--- config.mk ---
export PLATFORM = sky130hd
export DESIGN_NAME = mem_port_arbiter
export DESIGN_NICKNAME = d
export VERILOG_FILES = /design/src/rtl/mem_port_arbiter.sv
export SDC_FILE = /design/constraint.sdc
export NUM_CORES = 1
export LEC_CHECK = 0
export BUFFER_PORTS_ARGS = -buffer_cell sky130_fd_sc_hd__buf_2
export CAP_MARGIN = 5
export CORE_ASPECT_RATIO = 1.4
export CORE_MARGIN = 2
export CORE_UTILIZATION = 45
export CTS_BUF_LIST = sky130_fd_sc_hd__clkbuf_4 sky130_fd_sc_hd__clkbuf_8
export DETAILED_ROUTE_END_ITERATION = 8
export PLACE_DENSITY_LB_ADDON = 0.1
export SYNTH_ARGS = -nofsm -noshare
export SYNTH_HDL_FRONTEND = slang
export SYNTH_SLANG_ARGS = --single-unit
--- constraint.sdc ---
create_clock -name clock -period 3.25 [get_ports clock]
set_input_delay 0.65 -clock clock [delete_from_list [all_inputs] [get_ports clock]]
set_output_delay 0.65 -clock clock [all_outputs]
set_load 0.005 [all_outputs]
--- src/rtl/mem_port_arbiter.sv ---
// rtl/mem_port_arbiter.sv - round-robin arbiter sharing one memory_manager port among requesters
module mem_port_arbiter #(
    parameter int NUM_REQ  = 3,
    parameter int READ_LAT = 3
) (
    input  logic                  clock,
    input  logic                  reset_n,
    input  logic [NUM_REQ-1:0]    req_valid,
    input  logic [NUM_REQ-1:0]    req_we,
    input  logic [24*NUM_REQ-1:0] req_addr,
    input  logic [16*NUM_REQ-1:0] req_wdata,
    output logic [NUM_REQ-1:0]    gnt,
    output logic [NUM_REQ-1:0]    rvalid,
    output logic [15:0]           rdata,
    output logic [23:0]           mem_addr,
    output logic [15:0]           mem_wdata,
    output logic                  mem_we,
    output logic                  mem_req,
    input  logic [15:0]           mem_rdata
);

    localparam int IDW   = (NUM_REQ > 2) ? 2 : 1;
    // Entries in flight before the stage that captures mem_rdata
    localparam int DEPTH = READ_LAT - 1;

    typedef enum logic [1:0] {
        S_IDLE  = 2'd0,
        S_BUSY  = 2'd1,
        S_DRAIN = 2'd2
    } state_t;

    state_t           r_state;
    state_t           w_state_nxt;
    logic [IDW-1:0]   r_last;
    logic [IDW-1:0]   w_winner;
    logic [IDW-1:0]   w_idx;
    logic             w_any;
    logic [DEPTH-1:0] r_pipe_vld;
    logic [DEPTH-1:0] w_pipe_vld_nxt;
    logic [IDW-1:0]   r_pipe_id [DEPTH];
    logic             w_head_vld;
    logic [IDW-1:0]   w_head_id;

    // Round-robin pick: scan upward from the requester after the last winner
    always_comb begin
        w_any    = 1'b0;
        w_winner = '0;
        w_idx    = '0;
        gnt      = '0;
        for (int k = 1; k <= NUM_REQ; k++) begin
            w_idx = IDW'((int'(r_last) + k) % NUM_REQ);
            if (!w_any && req_valid[w_idx]) begin
                w_any    = 1'b1;
                w_winner = w_idx;
            end
        end
        if (w_any) begin
            gnt[w_winner] = 1'b1;
        end
    end

    // Next contents of the read-tracking shift register and the port state
    always_comb begin
        w_pipe_vld_nxt    = '0;
        w_pipe_vld_nxt[0] = w_any && !req_we[w_winner];
        for (int i = 1; i < DEPTH; i++) begin
            w_pipe_vld_nxt[i] = r_pipe_vld[i-1];
        end
        w_head_vld = r_pipe_vld[DEPTH-1];
        w_head_id  = r_pipe_id[DEPTH-1];
        case (r_state)
            S_IDLE:  w_state_nxt = w_any ? S_BUSY : S_IDLE;
            S_BUSY,
            S_DRAIN: w_state_nxt = w_any ? S_BUSY :
                                   (|w_pipe_vld_nxt) ? S_DRAIN : S_IDLE;
            default: w_state_nxt = S_IDLE;
        endcase
    end

    // Issue the winner, advance the read pipeline, return read data, track port state
    always_ff @(posedge clock or negedge reset_n) begin
        if (!reset_n) begin
            r_state    <= S_IDLE;
            r_last     <= IDW'(NUM_REQ - 1);
            r_pipe_vld <= '0;
            for (int i = 0; i < DEPTH; i++) begin
                r_pipe_id[i] <= '0;
            end
            mem_addr   <= '0;
            mem_wdata  <= '0;
            mem_we     <= 1'b0;
            mem_req    <= 1'b0;
            rvalid     <= '0;
            rdata      <= '0;
        end else begin
            if (w_any) begin
                mem_addr  <= req_addr[int'(w_winner)*24 +: 24];
                mem_wdata <= req_wdata[int'(w_winner)*16 +: 16];
                mem_we    <= req_we[w_winner];
                r_last    <= w_winner;
            end else begin
                mem_we    <= 1'b0;
                mem_wdata <= '0;
            end

            r_pipe_vld   <= w_pipe_vld_nxt;
            r_pipe_id[0] <= w_winner;
            for (int i = 1; i < DEPTH; i++) begin
                r_pipe_id[i] <= r_pipe_id[i-1];
            end

            rvalid <= '0;
            rdata  <= '0;
            if (w_head_vld) begin
                rvalid[w_head_id] <= 1'b1;
                rdata             <= mem_rdata;
            end

            // The port must stay requested until the last in-flight read has been captured
            r_state <= w_state_nxt;
            mem_req <= (w_state_nxt != S_IDLE);
        end
    end

endmodule

==> results.py <==
metrics = {
    "outcome": {
        "status": "completed",
    },
    "floorplan": {
        "die_w_um": 77.6,
        "die_height_um": 107,
        "die-area_um2": 8310,
        "rows": 37,
        "ioPinCount": 208,
        "initial_utilization": 0.464,
        "core_area_um2": 7360,
    },
    "power": {
        "p_leak_nw": 2.51,
        "vdd_drop_max_v": 0.000648,
        "total_power_mw": 5.18,
        "powerDensity_nw_per_um2": 1090,
    },
    "synth": {
        "synth_top_area_cell": "dfrtp_1",
        "syn_nets": 472,
        "synth_area_um2": 3410,
        "synth_seq_cells": 71,
        "ys_seq_area_frac": 0.521,
        "synth_cells": 322,
        "avgSynthCellArea_um2": 10.6,
        "synth_top_area_frac": 0.513,
        "ys_warn_count": 0,
        "synth_area_leaders": "dfrtp_1 (51%), mux2i_1 (7.9%), or3_1 (4.8%)",
        "ys_types": 43,
    },
    "timing": {
        "setup_viol": 0,
        "hold_ws_ps": 96.7,
        "fin_ws_ps": 185,
        "drv_slew": 0,
        "worst_slew_pin_slew_ps": 536,
        "slew_headroom": 0.642,
        "fin_skew_ps": 6.55,
        "finalCritPeriodShare": 0.943,
        "fin_crit_ps": 3060,
        "max_freq_ghz": 0.326,
        "finalHoldViolCount": 0,
    },
    "route": {
        "vias": 3191,
        "wl_met1_um": 3590,
        "drc": 0,
        "dr.pass1.iters": 4,
        "avgViaCountPerCell": 5.08,
        "wl_um": 9250,
        "highest_layer": "met4",
        "wl_met3_um": 568,
        "antenna_left": 0,
        "wl_per_cell_um": 14.7,
        "initialDrtViolationCount": 134,
        "wl_met2_um": 4870,
    },
    "global_routing": {
        "grt_pass1_vias": 3026,
        "grt_overflow_total": 0,
        "grt_max_degree": 56,
        "grt_util_all_layers": 0.224,
        "grt_pass1_wl_um": 14500,
        "antenna_found_initial": 0,
    },
    "placement": {
        "port_buffers": 207,
        "dpl.hpwl_um": 7040,
        "placed_cells_incl_taps": 612,
        "gp_congestion": 0.780,
        "pre_cts_ws_ps": 512,
        "place_area_um2": 4500,
    },
    "setup_path": {
        "timing.rr.end": "mem_addr[23]",
        "critPathCaptureType": "output pin",
        "worstPathRequired_ps": 2600,
        "cp_max_fo": 11,
        "reg2reg_setup_slack_ps": 540,
        "cp.arrival_ps": 2410,
        "cp-start-kind": "register",
        "critical_path_class": "register to output pin",
        "r2r_start": "r_last[1]",
        "reg2reg_depth": 8,
    },
    "cts": {
        "cts_buffers": 9,
        "h-tree-depth": 3,
        "clk_latency_ps": 340,
        "cts_buffer_depth": 2,
        "cts_tree": "yes",
        "cts_sinks": 71,
        "cts_hold_buf": 0,
        "cts.clk_slew.worst_paths_ps": 70,
        "root_buffer": "clkbuf_8",
        "postCtsSetupBuffers": 0,
    },
    "run": {
        "cap_violations": 0,
    },
    "cells_and_area": {
        "syn2layout_area_growth_pct": 39.6,
        "drive_gt1_frac": 0.460,
        "instances_no_fill": 628,
        "layout_commonest_cell": "buf_2",
        "final_cell_mix": "buf_2 (207), dfrtp_1 (70), nor2_1 (31), mux2i_1 (27), or3_1 (26)",
        "insertedDiodeCount": 0,
        "fin_area_um2": 4760,
        "final_nets": 676,
    },
    "min_path": {
        "worst_hold_path_type": "input port to asynchronous set/reset pin",
    },
}
## worst max-delay path by stage
stage / from / end / slack, ps / cells after the start
floorplan: r_last[1] / gnt[0] / 460 / 12
detailed placement: r_last[1] / gnt[0] / 510 / 9
finish: r_last[1] / gnt[1] / 190 / 7
CTS: r_last[1] / gnt[0] / 130 / 9
global route: r_last[1] / gnt[0] / -1 / 8
global placement: r_last[1] / gnt[0] / 590 / 9
## synth_stat cells
| library cell | n |
|---|---|
| o21ai_0 | 8 |
| mux2i_1 | 27 |
| nor2b_1 | 3 |
| o211ai_1 | 1 |
| nand2b_1 | 4 |
| a22oi_1 | 12 |
| a31oi_1 | 1 |
| o21a_1 | 1 |
| or2_2 | 1 |
| o21bai_1 | 1 |
| a32o_1 | 13 |
| a21oi_4 | 1 |
| a2bb2o_4 | 1 |
| buf_6 | 5 |
| o311ai_0 | 1 |
| nand3_1 | 1 |
| a211oi_2 | 1 |
| inv_1 | 7 |
| dfstp_2 | 1 |
| ha_1 | 6 |
| clkbuf_1 | 8 |
| buf_2 | 6 |
| buf_4 | 3 |
| and3_1 | 3 |
| and2_1 | 17 |
| o2bb2ai_1 | 1 |
| nor3_2 | 1 |
| inv_2 | 1 |
| nor3b_1 | 1 |
| dfrtp_1 | 70 |
| nand2_1 | 22 |
| nor3_1 | 2 |
| o21ai_1 | 23 |
| clkbuf_2 | 1 |
| and3b_1 | 2 |
| or3_1 | 26 |
| a21o_1 | 1 |
| o21ba_2 | 1 |
| nor2_1 | 31 |
| a21oi_1 | 3 |
| or2_1 | 1 |
| nand2b_4 | 1 |
| nand2_2 | 1 |
## logic make-up (layout without fill, tap and decap cells)
group	Yosys count	in the layout	synth area share
mux	27	27	0.0792
fa+ha+maj	6	6	0.0220
flops	71	71	0.521
buf+inv	31	240	0.0510
simple gates	117	117	0.180
compound gates	70	70	0.147
## registers in the layout (all words and copies together), names as in the netlist
register	cells
mem_we	1
rdata	16
r_pipe_vld	2
r_pipe_id	2
mem_req	1
w_head_id	2
mem_wdata	16
r_state	2
mem_addr	24
r_last	2
rvalid	3
## report_power, final
part	total [mW]	switching [mW]	internal [mW]	leakage, nW
combinational	2.83	1.51	1.31	1.51
sequential	1.48	0.171	1.31	0.867
clock	0.871	0.319	0.552	0.130
## area by class of cell
cell class | count | area [um^2]
sequential | 71 | 1780
clock buffer | 11 | 151
multi-input combinational | 220 | 1480
timing repair buffer | 216 | 1100
tap | 97 | 121
fill | 619 | 2600
inverter | 8 | 30.0
clock inverter | 5 | 104
## routing by layer
| metal | track usage | up-vias |
|---|---|---|
| met5 | 0 | - |
| met4 | 0.110 | 0 |
| met3 | 0.0379 | 17 |
| met2 | 0.393 | 143 |
| met1 | 0.264 | 1497 |
| li1 | - | 1534 |
## worst max-delay path, stage by stage (launching register included)
cell,delay (ps)
dfstp_2,550
ha_1,330
nor2b_1,100
a211oi_2,340
a2bb2o_4,250
nand2_2,260
nor2_1,90
buf_2,140
## timing repair
item	4_1_cts	5_1_grt
hold endpoints to repair	0	0
endpoints found under the setup margin	0	1
gates resized for setup	0	1
## stage by stage
| stage | utilization | TNS (ps) |
|---|---|---|
| floorplan | - | 0 |
| global placement | 0.612 | 0 |
| detailed placement | 0.612 | 0 |
| CTS | 0.646 | 0 |
| global route | 0.647 | -1.24 |
| finish | 0.647 | 0 |
No activity file was read; power rests on OpenSTA's default activity.
